$ cat src/rtl/uart_rx_os.sv
`default_nettype none
// +--------------------------------------------------------------------------+
// | Module   : uart_rx_os                                                    |
// | Purpose  : Oversampling UART receiver. Each bit is sampled once, in the  |
// |            middle of the bit, and every word is handed off through a     |
// |            one-entry valid/ready holding register. Errors are sticky.    |
// | Ports    : clk        system clock (rising edge)                          |
// |            reset_p    asynchronous active-high reset                     |
// |            RX         asynchronous serial line, idle high                |
// |            rx_data    last received word, held while rx_valid=1          |
// |            rx_valid   holding register full                              |
// |            rx_ready   consumer accepts (transfer on valid & ready)       |
// |            frame_err  sticky, stop bit sampled low                       |
// |            overrun    sticky, word completed while holding reg full      |
// |            parity_err sticky, parity mismatch (parity build only)        |
// |            err_clr    one-cycle pulse clearing the sticky flags          |
// | Options  : define UART_RX_PARITY_EN to add the parity bit, the           |
// |            ODD_PARITY parameter and the parity_err output.               |
// | Revision : 1.0  initial release                                          |
// +--------------------------------------------------------------------------+
module uart_rx_os #(
    parameter int CLK_HZ     = 125_000_000,
    parameter int BAUD       = 9600,
    parameter int DATA_BITS  = 8,
`ifdef UART_RX_PARITY_EN
    parameter int ODD_PARITY = 0,
`endif
    parameter int OVERSAMPLE = 16
) (
    input  logic                 clk,
    input  logic                 reset_p,
    input  logic                 RX,
    output logic [DATA_BITS-1:0] rx_data,
    output logic                 rx_valid,
    input  logic                 rx_ready,
    output logic                 frame_err,
    output logic                 overrun,
`ifdef UART_RX_PARITY_EN
    output logic                 parity_err,
`endif
    input  logic                 err_clr
);

    localparam int c_div_raw = CLK_HZ / (BAUD * OVERSAMPLE);
    localparam int c_div     = (c_div_raw < 1) ? 1 : c_div_raw;
    localparam int c_div_w   = (c_div > 1) ? $clog2(c_div) : 1;
    localparam int c_os_w    = $clog2(OVERSAMPLE);
    localparam int c_bit_w   = $clog2(DATA_BITS);

    localparam logic [c_div_w-1:0] c_div_last = c_div_w'(c_div - 1);
    localparam logic [c_os_w-1:0]  c_os_mid   = c_os_w'(OVERSAMPLE / 2 - 1);
    localparam logic [c_os_w-1:0]  c_os_last  = c_os_w'(OVERSAMPLE - 1);
    localparam logic [c_bit_w-1:0] c_bit_last = c_bit_w'(DATA_BITS - 1);

    localparam logic [2:0] c_st_idle   = 3'd0;
    localparam logic [2:0] c_st_start  = 3'd1;
    localparam logic [2:0] c_st_data   = 3'd2;
`ifdef UART_RX_PARITY_EN
    localparam logic [2:0] c_st_parity = 3'd3;
    localparam logic       c_odd       = (ODD_PARITY != 0);
`endif
    localparam logic [2:0] c_st_stop   = 3'd4;

    // Two-flop synchroniser plus one history flop for edge detection
    logic r_sync1, r_sync2, r_sync_prev;
    logic w_fall;

    always_ff @(posedge clk or posedge reset_p) begin
        if (reset_p) begin
            r_sync1     <= 1'b1;
            r_sync2     <= 1'b1;
            r_sync_prev <= 1'b1;
        end else begin
            r_sync1     <= RX;
            r_sync2     <= r_sync1;
            r_sync_prev <= r_sync2;
        end
    end

    // A falling edge needs the line to have been high first, so after a
    // bad stop bit the receiver naturally waits for the line to return high.
    assign w_fall = r_sync_prev & ~r_sync2;

    // Free-running oversample tick
    logic [c_div_w-1:0] r_div_cnt;
    logic               w_tick;

    assign w_tick = (r_div_cnt == c_div_last);

    always_ff @(posedge clk or posedge reset_p) begin
        if (reset_p) begin
            r_div_cnt <= '0;
        end else if (w_tick) begin
            r_div_cnt <= '0;
        end else begin
            r_div_cnt <= r_div_cnt + c_div_w'(1);
        end
    end

    // Receive FSM and output registers
    logic [2:0]           r_state;
    logic [c_os_w-1:0]    r_os_cnt;
    logic [c_bit_w-1:0]   r_bit_cnt;
    logic [DATA_BITS-1:0] r_shift;
    logic [DATA_BITS-1:0] r_rx_data;
    logic                 r_rx_valid;
    logic                 r_frame_err;
    logic                 r_overrun;
    logic                 w_handshake;
`ifdef UART_RX_PARITY_EN
    logic                 r_par_bad;
    logic                 r_parity_err;
    logic                 w_par_bad_now;

    // Total ones over data and parity bit must match the selected sense
    assign w_par_bad_now = (^r_shift) ^ r_sync2 ^ c_odd;
    assign parity_err    = r_parity_err;
`endif

    assign w_handshake = r_rx_valid & rx_ready;
    assign rx_data     = r_rx_data;
    assign rx_valid    = r_rx_valid;
    assign frame_err   = r_frame_err;
    assign overrun     = r_overrun;

    always_ff @(posedge clk or posedge reset_p) begin
        if (reset_p) begin
            r_state      <= c_st_idle;
            r_os_cnt     <= '0;
            r_bit_cnt    <= '0;
            r_shift      <= '0;
            r_rx_data    <= '0;
            r_rx_valid   <= 1'b0;
            r_frame_err  <= 1'b0;
            r_overrun    <= 1'b0;
`ifdef UART_RX_PARITY_EN
            r_par_bad    <= 1'b0;
            r_parity_err <= 1'b0;
`endif
        end else begin
            // Later assignments below override these, so a completion in
            // the handshake cycle keeps rx_valid high and a new error
            // coincident with err_clr keeps its flag set.
            if (w_handshake) begin
                r_rx_valid <= 1'b0;
            end
            if (err_clr) begin
                r_frame_err  <= 1'b0;
                r_overrun    <= 1'b0;
`ifdef UART_RX_PARITY_EN
                r_parity_err <= 1'b0;
`endif
            end

            case (r_state)
                c_st_idle: begin
                    if (w_fall) begin
                        r_state  <= c_st_start;
                        r_os_cnt <= '0;
                    end
                end

                c_st_start: begin
                    if (w_tick) begin
                        if (r_os_cnt == c_os_mid) begin
                            r_os_cnt <= '0;
                            if (!r_sync2) begin
                                r_state   <= c_st_data;
                                r_bit_cnt <= '0;
                            end else begin
                                r_state <= c_st_idle;  // glitch
                            end
                        end else begin
                            r_os_cnt <= r_os_cnt + c_os_w'(1);
                        end
                    end
                end

                c_st_data: begin
                    if (w_tick) begin
                        if (r_os_cnt == c_os_last) begin
                            r_os_cnt  <= '0;
                            r_shift   <= {r_sync2, r_shift[DATA_BITS-1:1]};
                            r_bit_cnt <= r_bit_cnt + c_bit_w'(1);
                            if (r_bit_cnt == c_bit_last) begin
`ifdef UART_RX_PARITY_EN
                                r_state <= c_st_parity;
`else
                                r_state <= c_st_stop;
`endif
                            end
                        end else begin
                            r_os_cnt <= r_os_cnt + c_os_w'(1);
                        end
                    end
                end

`ifdef UART_RX_PARITY_EN
                c_st_parity: begin
                    if (w_tick) begin
                        if (r_os_cnt == c_os_last) begin
                            r_os_cnt  <= '0;
                            r_par_bad <= w_par_bad_now;
                            r_state   <= c_st_stop;
                        end else begin
                            r_os_cnt <= r_os_cnt + c_os_w'(1);
                        end
                    end
                end
`endif

                c_st_stop: begin
                    if (w_tick) begin
                        if (r_os_cnt == c_os_last) begin
                            r_os_cnt <= '0;
                            r_state  <= c_st_idle;
                            if (r_sync2) begin
                                // Slot is free now or is being emptied this cycle
                                if (!r_rx_valid || rx_ready) begin
                                    r_rx_data  <= r_shift;
                                    r_rx_valid <= 1'b1;
                                end else begin
                                    r_overrun <= 1'b1;
                                end
`ifdef UART_RX_PARITY_EN
                                if (r_par_bad) begin
                                    r_parity_err <= 1'b1;
                                end
`endif
                            end else begin
                                r_frame_err <= 1'b1;
                            end
                        end else begin
                            r_os_cnt <= r_os_cnt + c_os_w'(1);
                        end
                    end
                end

                default: begin
                    r_state <= c_st_idle;
                end
            endcase
        end
    end

endmodule
`default_nettype wire

$ cat config.mk
export PLATFORM = sky130hd
export DESIGN_NAME = uart_rx_os
export DESIGN_NICKNAME = d
export VERILOG_FILES = /design/src/rtl/uart_rx_os.sv
export SDC_FILE = /design/constraint.sdc
export NUM_CORES = 1
export LEC_CHECK = 0
export ABC_AREA = 1
export BUFFER_PORTS_ARGS = -buffer_cell sky130_fd_sc_hd__buf_2
export CORE_MARGIN = 3
export CORE_UTILIZATION = 63
export CTS_CLUSTER_SIZE = 30
export DETAILED_ROUTE_END_ITERATION = 16
export PLACE_DENSITY = 0.83
export SLEW_MARGIN = 20
export SYNTH_ARGS = -nofsm -noshare
export SYNTH_HDL_FRONTEND = slang
export SYNTH_SLANG_ARGS = --single-unit
$ cat constraint.sdc
create_clock -name clk -period 4 [get_ports clk]
set_clock_uncertainty 0.1 [all_clocks]
set_input_delay 0.2 -clock clk [delete_from_list [all_inputs] [get_ports clk]]
set_output_delay 0.2 -clock clk [all_outputs]
set_load 0.01 [all_outputs]
==> out/qor.yml <==
status:
  outcome: "finished, final reports clean"
worst_hold_path:
  hold_class: "in -> reg"
timing:
  worst_slew_margin_rel: 0.432
  finalWorstPathRequiredPeriod_ns: 1.98
  tightestPinTransition_ns: 0.849
  final_number_of_hold_violating_endpoints: 0
  finalSetupViolations: 0
  setup_repair_after_global_routing_missed_its_margin: "no"
  summed_negative_setup_slack_over_all_endpoints_ns: 0
  fmaxAchievable_mhz: 505
  final_max_slew_viol_count: 0
  layout_worst_path_cycle_share: 0.495
floorplan:
  num_rows: 20
  starting_density_of_the_core: 0.680
  chipWidth_um: 64.1
  top_level_ports: 16
  dieArea_um2: 4110
  fp.coreArea_um2: 3130
  chipHeight_um: 64.1
clocking:
  clk_pin_slew_ns: 0.13
  cts-root-to-sink-buffers: 2
  cts_max_level: 2
  tritoncts: "done"
  numClockSinks: 42
  tritoncts.num_buffers: 5
  cts_setup_buffers: 0
  insertion_delay_ns: 0.37
  cts_root_buffer: "sky130_fd_sc_hd__clkbuf_4"
routing:
  detail_route.vias_per_cell: 5.42
  drc: 0
  wl_per_cell_um: 12.5
  routed_wirelength_mm: 4.09
  routed-via-count: 1772
  firstDrtPassIters: 7
  final_antenna_net_count: 0
  first_iter_violations: 112
worst_setup_path:
  cp_data_arrival_time_ns: 2.16
  critical_path_end_type: "register"
  cp_required_ns: 4.18
  cp-start-kind: "register"
  critical_path.max_fanout: 19
  ff2ff_setup_slack_ns: 2.02
  timing.setup.critical_path_class: "reg -> reg"
logic_synthesis:
  syn_nets: 271
  yosysUniqueCellTypes: 26
  yosysWarnings: 0
  post_synthesis_register_bit_count: 42
  syn_area_per_cell_um2: 8.15
  syn-cell-area_um2: 2130
  synth-seq-area-share: 0.496
  synth_cells: 261
global_route:
  antenna_found_initial: 0
  first_global_vias: 1754
  largest_net_degree_at_the_start_of_global_routing: 43
  grt_usage: 0.233
  global_route_wire_length_before_repair_mm: 7.59
  grt-ovfl-total: 0
layout:
  final_util: 0.745
  final_cells: 327
  antenna_cells: 0
  nets: 292
  areaGrowthSynthToFinish_pct: 9.53
  final_layout_size_suffix_gt1_frac: 0.152
pwr:
  p_per_area_nw_per_um2: 442
  p_leak_nw: 1.28
  vdd_ir_drop_max_mv: 0.390
  power.total_mw: 1.03
placement:
  place_hpwl_mm: 2.92
  placement.io_buffers: 15
  place_congestion: 0.860
  cells_after_dpl: 316
flow_run:
  total_of_max_cap_violations: 0
## where the power goes
part | total, mW | switching, mW | internal [mW]
sequential | 0.497 | 0.0407 | 0.456
combinational | 0.307 | 0.212 | 0.0944
clock | 0.226 | 0.141 | 0.0845
total | 1.03 | 0.394 | 0.635
## path summary, 6_finish.rpt
check,start,end,cells past startpoint
min in group asynchronous,reset_p,rx_valid$_DFF_PP0_,4
setup / recovery,r_div_cnt[0]$_DFF_PP0_,rx_data[6]$_DFFE_PP0P_,9
hold / removal,rx_ready,rx_valid$_DFF_PP0_,4
setup reg to reg,r_div_cnt[0]$_DFF_PP0_,rx_data[6]$_DFFE_PP0P_,9
max in group asynchronous,reset_p,r_sync_prev$_DFF_PP1_,4
hold reg to reg,r_sync1$_DFF_PP1_,r_sync2$_DFF_PP1_,0
## worst max-delay path, stage by stage, from the launching register on
cell and delay (ns):
sky130_fd_sc_hd__dfrtp_1 0.45, sky130_fd_sc_hd__inv_1 0.12, sky130_fd_sc_hd__ha_1 0.15, sky130_fd_sc_hd__inv_1 0.04, sky130_fd_sc_hd__nor2_1 0.21, sky130_fd_sc_hd__nand3_4 0.18
sky130_fd_sc_hd__nor2_8 0.26, sky130_fd_sc_hd__nand3_2 0.21, sky130_fd_sc_hd__nand2_1 0.13, sky130_fd_sc_hd__nand2_1 0.05
## synth_stat cells
master	count	area share
sky130_fd_sc_hd__and3_1	1	0.0029
sky130_fd_sc_hd__nand3b_1	2	0.0071
sky130_fd_sc_hd__nor3_1	6	0.014
sky130_fd_sc_hd__nor2_1	19	0.034
sky130_fd_sc_hd__o21bai_1	2	0.0071
sky130_fd_sc_hd__clkbuf_1	2	0.0035
sky130_fd_sc_hd__nor2_2	5	0.015
sky130_fd_sc_hd__xor2_1	2	0.0082
sky130_fd_sc_hd__nand4_1	15	0.044
sky130_fd_sc_hd__dfrtp_1	39	0.46
sky130_fd_sc_hd__ha_1	5	0.029
sky130_fd_sc_hd__nand3_1	24	0.056
sky130_fd_sc_hd__inv_1	23	0.041
sky130_fd_sc_hd__nand3_2	2	0.0094
sky130_fd_sc_hd__inv_2	4	0.0071
sky130_fd_sc_hd__nor2_8	1	0.0094
sky130_fd_sc_hd__o21ai_0	3	0.0071
sky130_fd_sc_hd__a21oi_1	4	0.0094
sky130_fd_sc_hd__nand2_1	83	0.15
sky130_fd_sc_hd__dfstp_2	3	0.037
sky130_fd_sc_hd__buf_2	2	0.0047
sky130_fd_sc_hd__o21ai_1	6	0.014
sky130_fd_sc_hd__nand3_4	1	0.0082
sky130_fd_sc_hd__nand2_2	3	0.0088
sky130_fd_sc_hd__buf_6	1	0.0053
sky130_fd_sc_hd__xnor2_1	3	0.012
## timing repair
action	4_1_cts	5_1_grt
hold buffers	3	0
endpoints found under the hold margin	42	0
gates resized for setup	0	0
## area by class of cell
type                    instances  area (um^2)
clock buffers                   6         51.3
clock inverters                 2         12.5
fillers                       250          798
inverters                      27          101
multi-input cells             187          942
flip-flops and latches         42         1050
well taps                      44         55.1
repair buffers                 19          113
## kinds of logic after synthesis
logic type	count (synthesis)	share of synthesized area
AOI/OAI and AO/OA	15	0.0376
xor gates and xnor gates	5	0.0206
adders and majority gates	5	0.0294
buffers and inverters	32	0.0612
DFF	42	0.496
and+or+nand+nor	162	0.355
## flip-flops by register name (all words and copies together), names as in the netlist
signal / flops
r_bit_cnt: 3
overrun: 1
r_div_cnt: 10
r_os_cnt: 4
r_sync1: 1
r_state: 3
r_sync_prev: 1
r_sync2: 1
frame_err: 1
rx_data: 8
rx_valid: 1
r_shift: 8
## routing by layer
layer / GRT usage / wire length (um) / vias to the layer above
li1: - / - / 889
met1: 0.313 / 1890 / 839
met2: 0.373 / 1990 / 36
met3: 0.0439 / 146 / 8
met4: 0.0950 / 59 / 0
met5: 0 / 0 / -
## layout by cell type (no fill, tap or decap), types with 4 or more instances in the layout
cell                       netlist  final
sky130_fd_sc_hd__o21ai_1         6      6
sky130_fd_sc_hd__a21oi_1         4      4
sky130_fd_sc_hd__nor2_2          5      5
sky130_fd_sc_hd__clkbuf_4        0      5
sky130_fd_sc_hd__inv_2           4      4
sky130_fd_sc_hd__nand3_1        24     24
sky130_fd_sc_hd__inv_1          23     23
sky130_fd_sc_hd__buf_2           2     15
sky130_fd_sc_hd__nand4_1        15     15
sky130_fd_sc_hd__dfrtp_1        39     39
sky130_fd_sc_hd__ha_1            5      5
sky130_fd_sc_hd__nor2_1         19     19
sky130_fd_sc_hd__nand2_1        83     83
sky130_fd_sc_hd__nor3_1          6      6
## per-stage QoR
step | area, um^2 | setup slack [ns] | hold slack, ns
6_report | 2330 | 2.02 | 0.247
5_1_grt | 2330 | 1.80 | 0.272
4_1_cts | 2330 | 2.00 | 0.242
3_5_place_dp | 2240 | 2.00 | 0.209
3_3_place_gp | 2240 | 2.08 | 0.206
2_1_floorplan | 2130 | 2.34 | 0.104
Note: power is estimated with default switching activity, not from simulation.
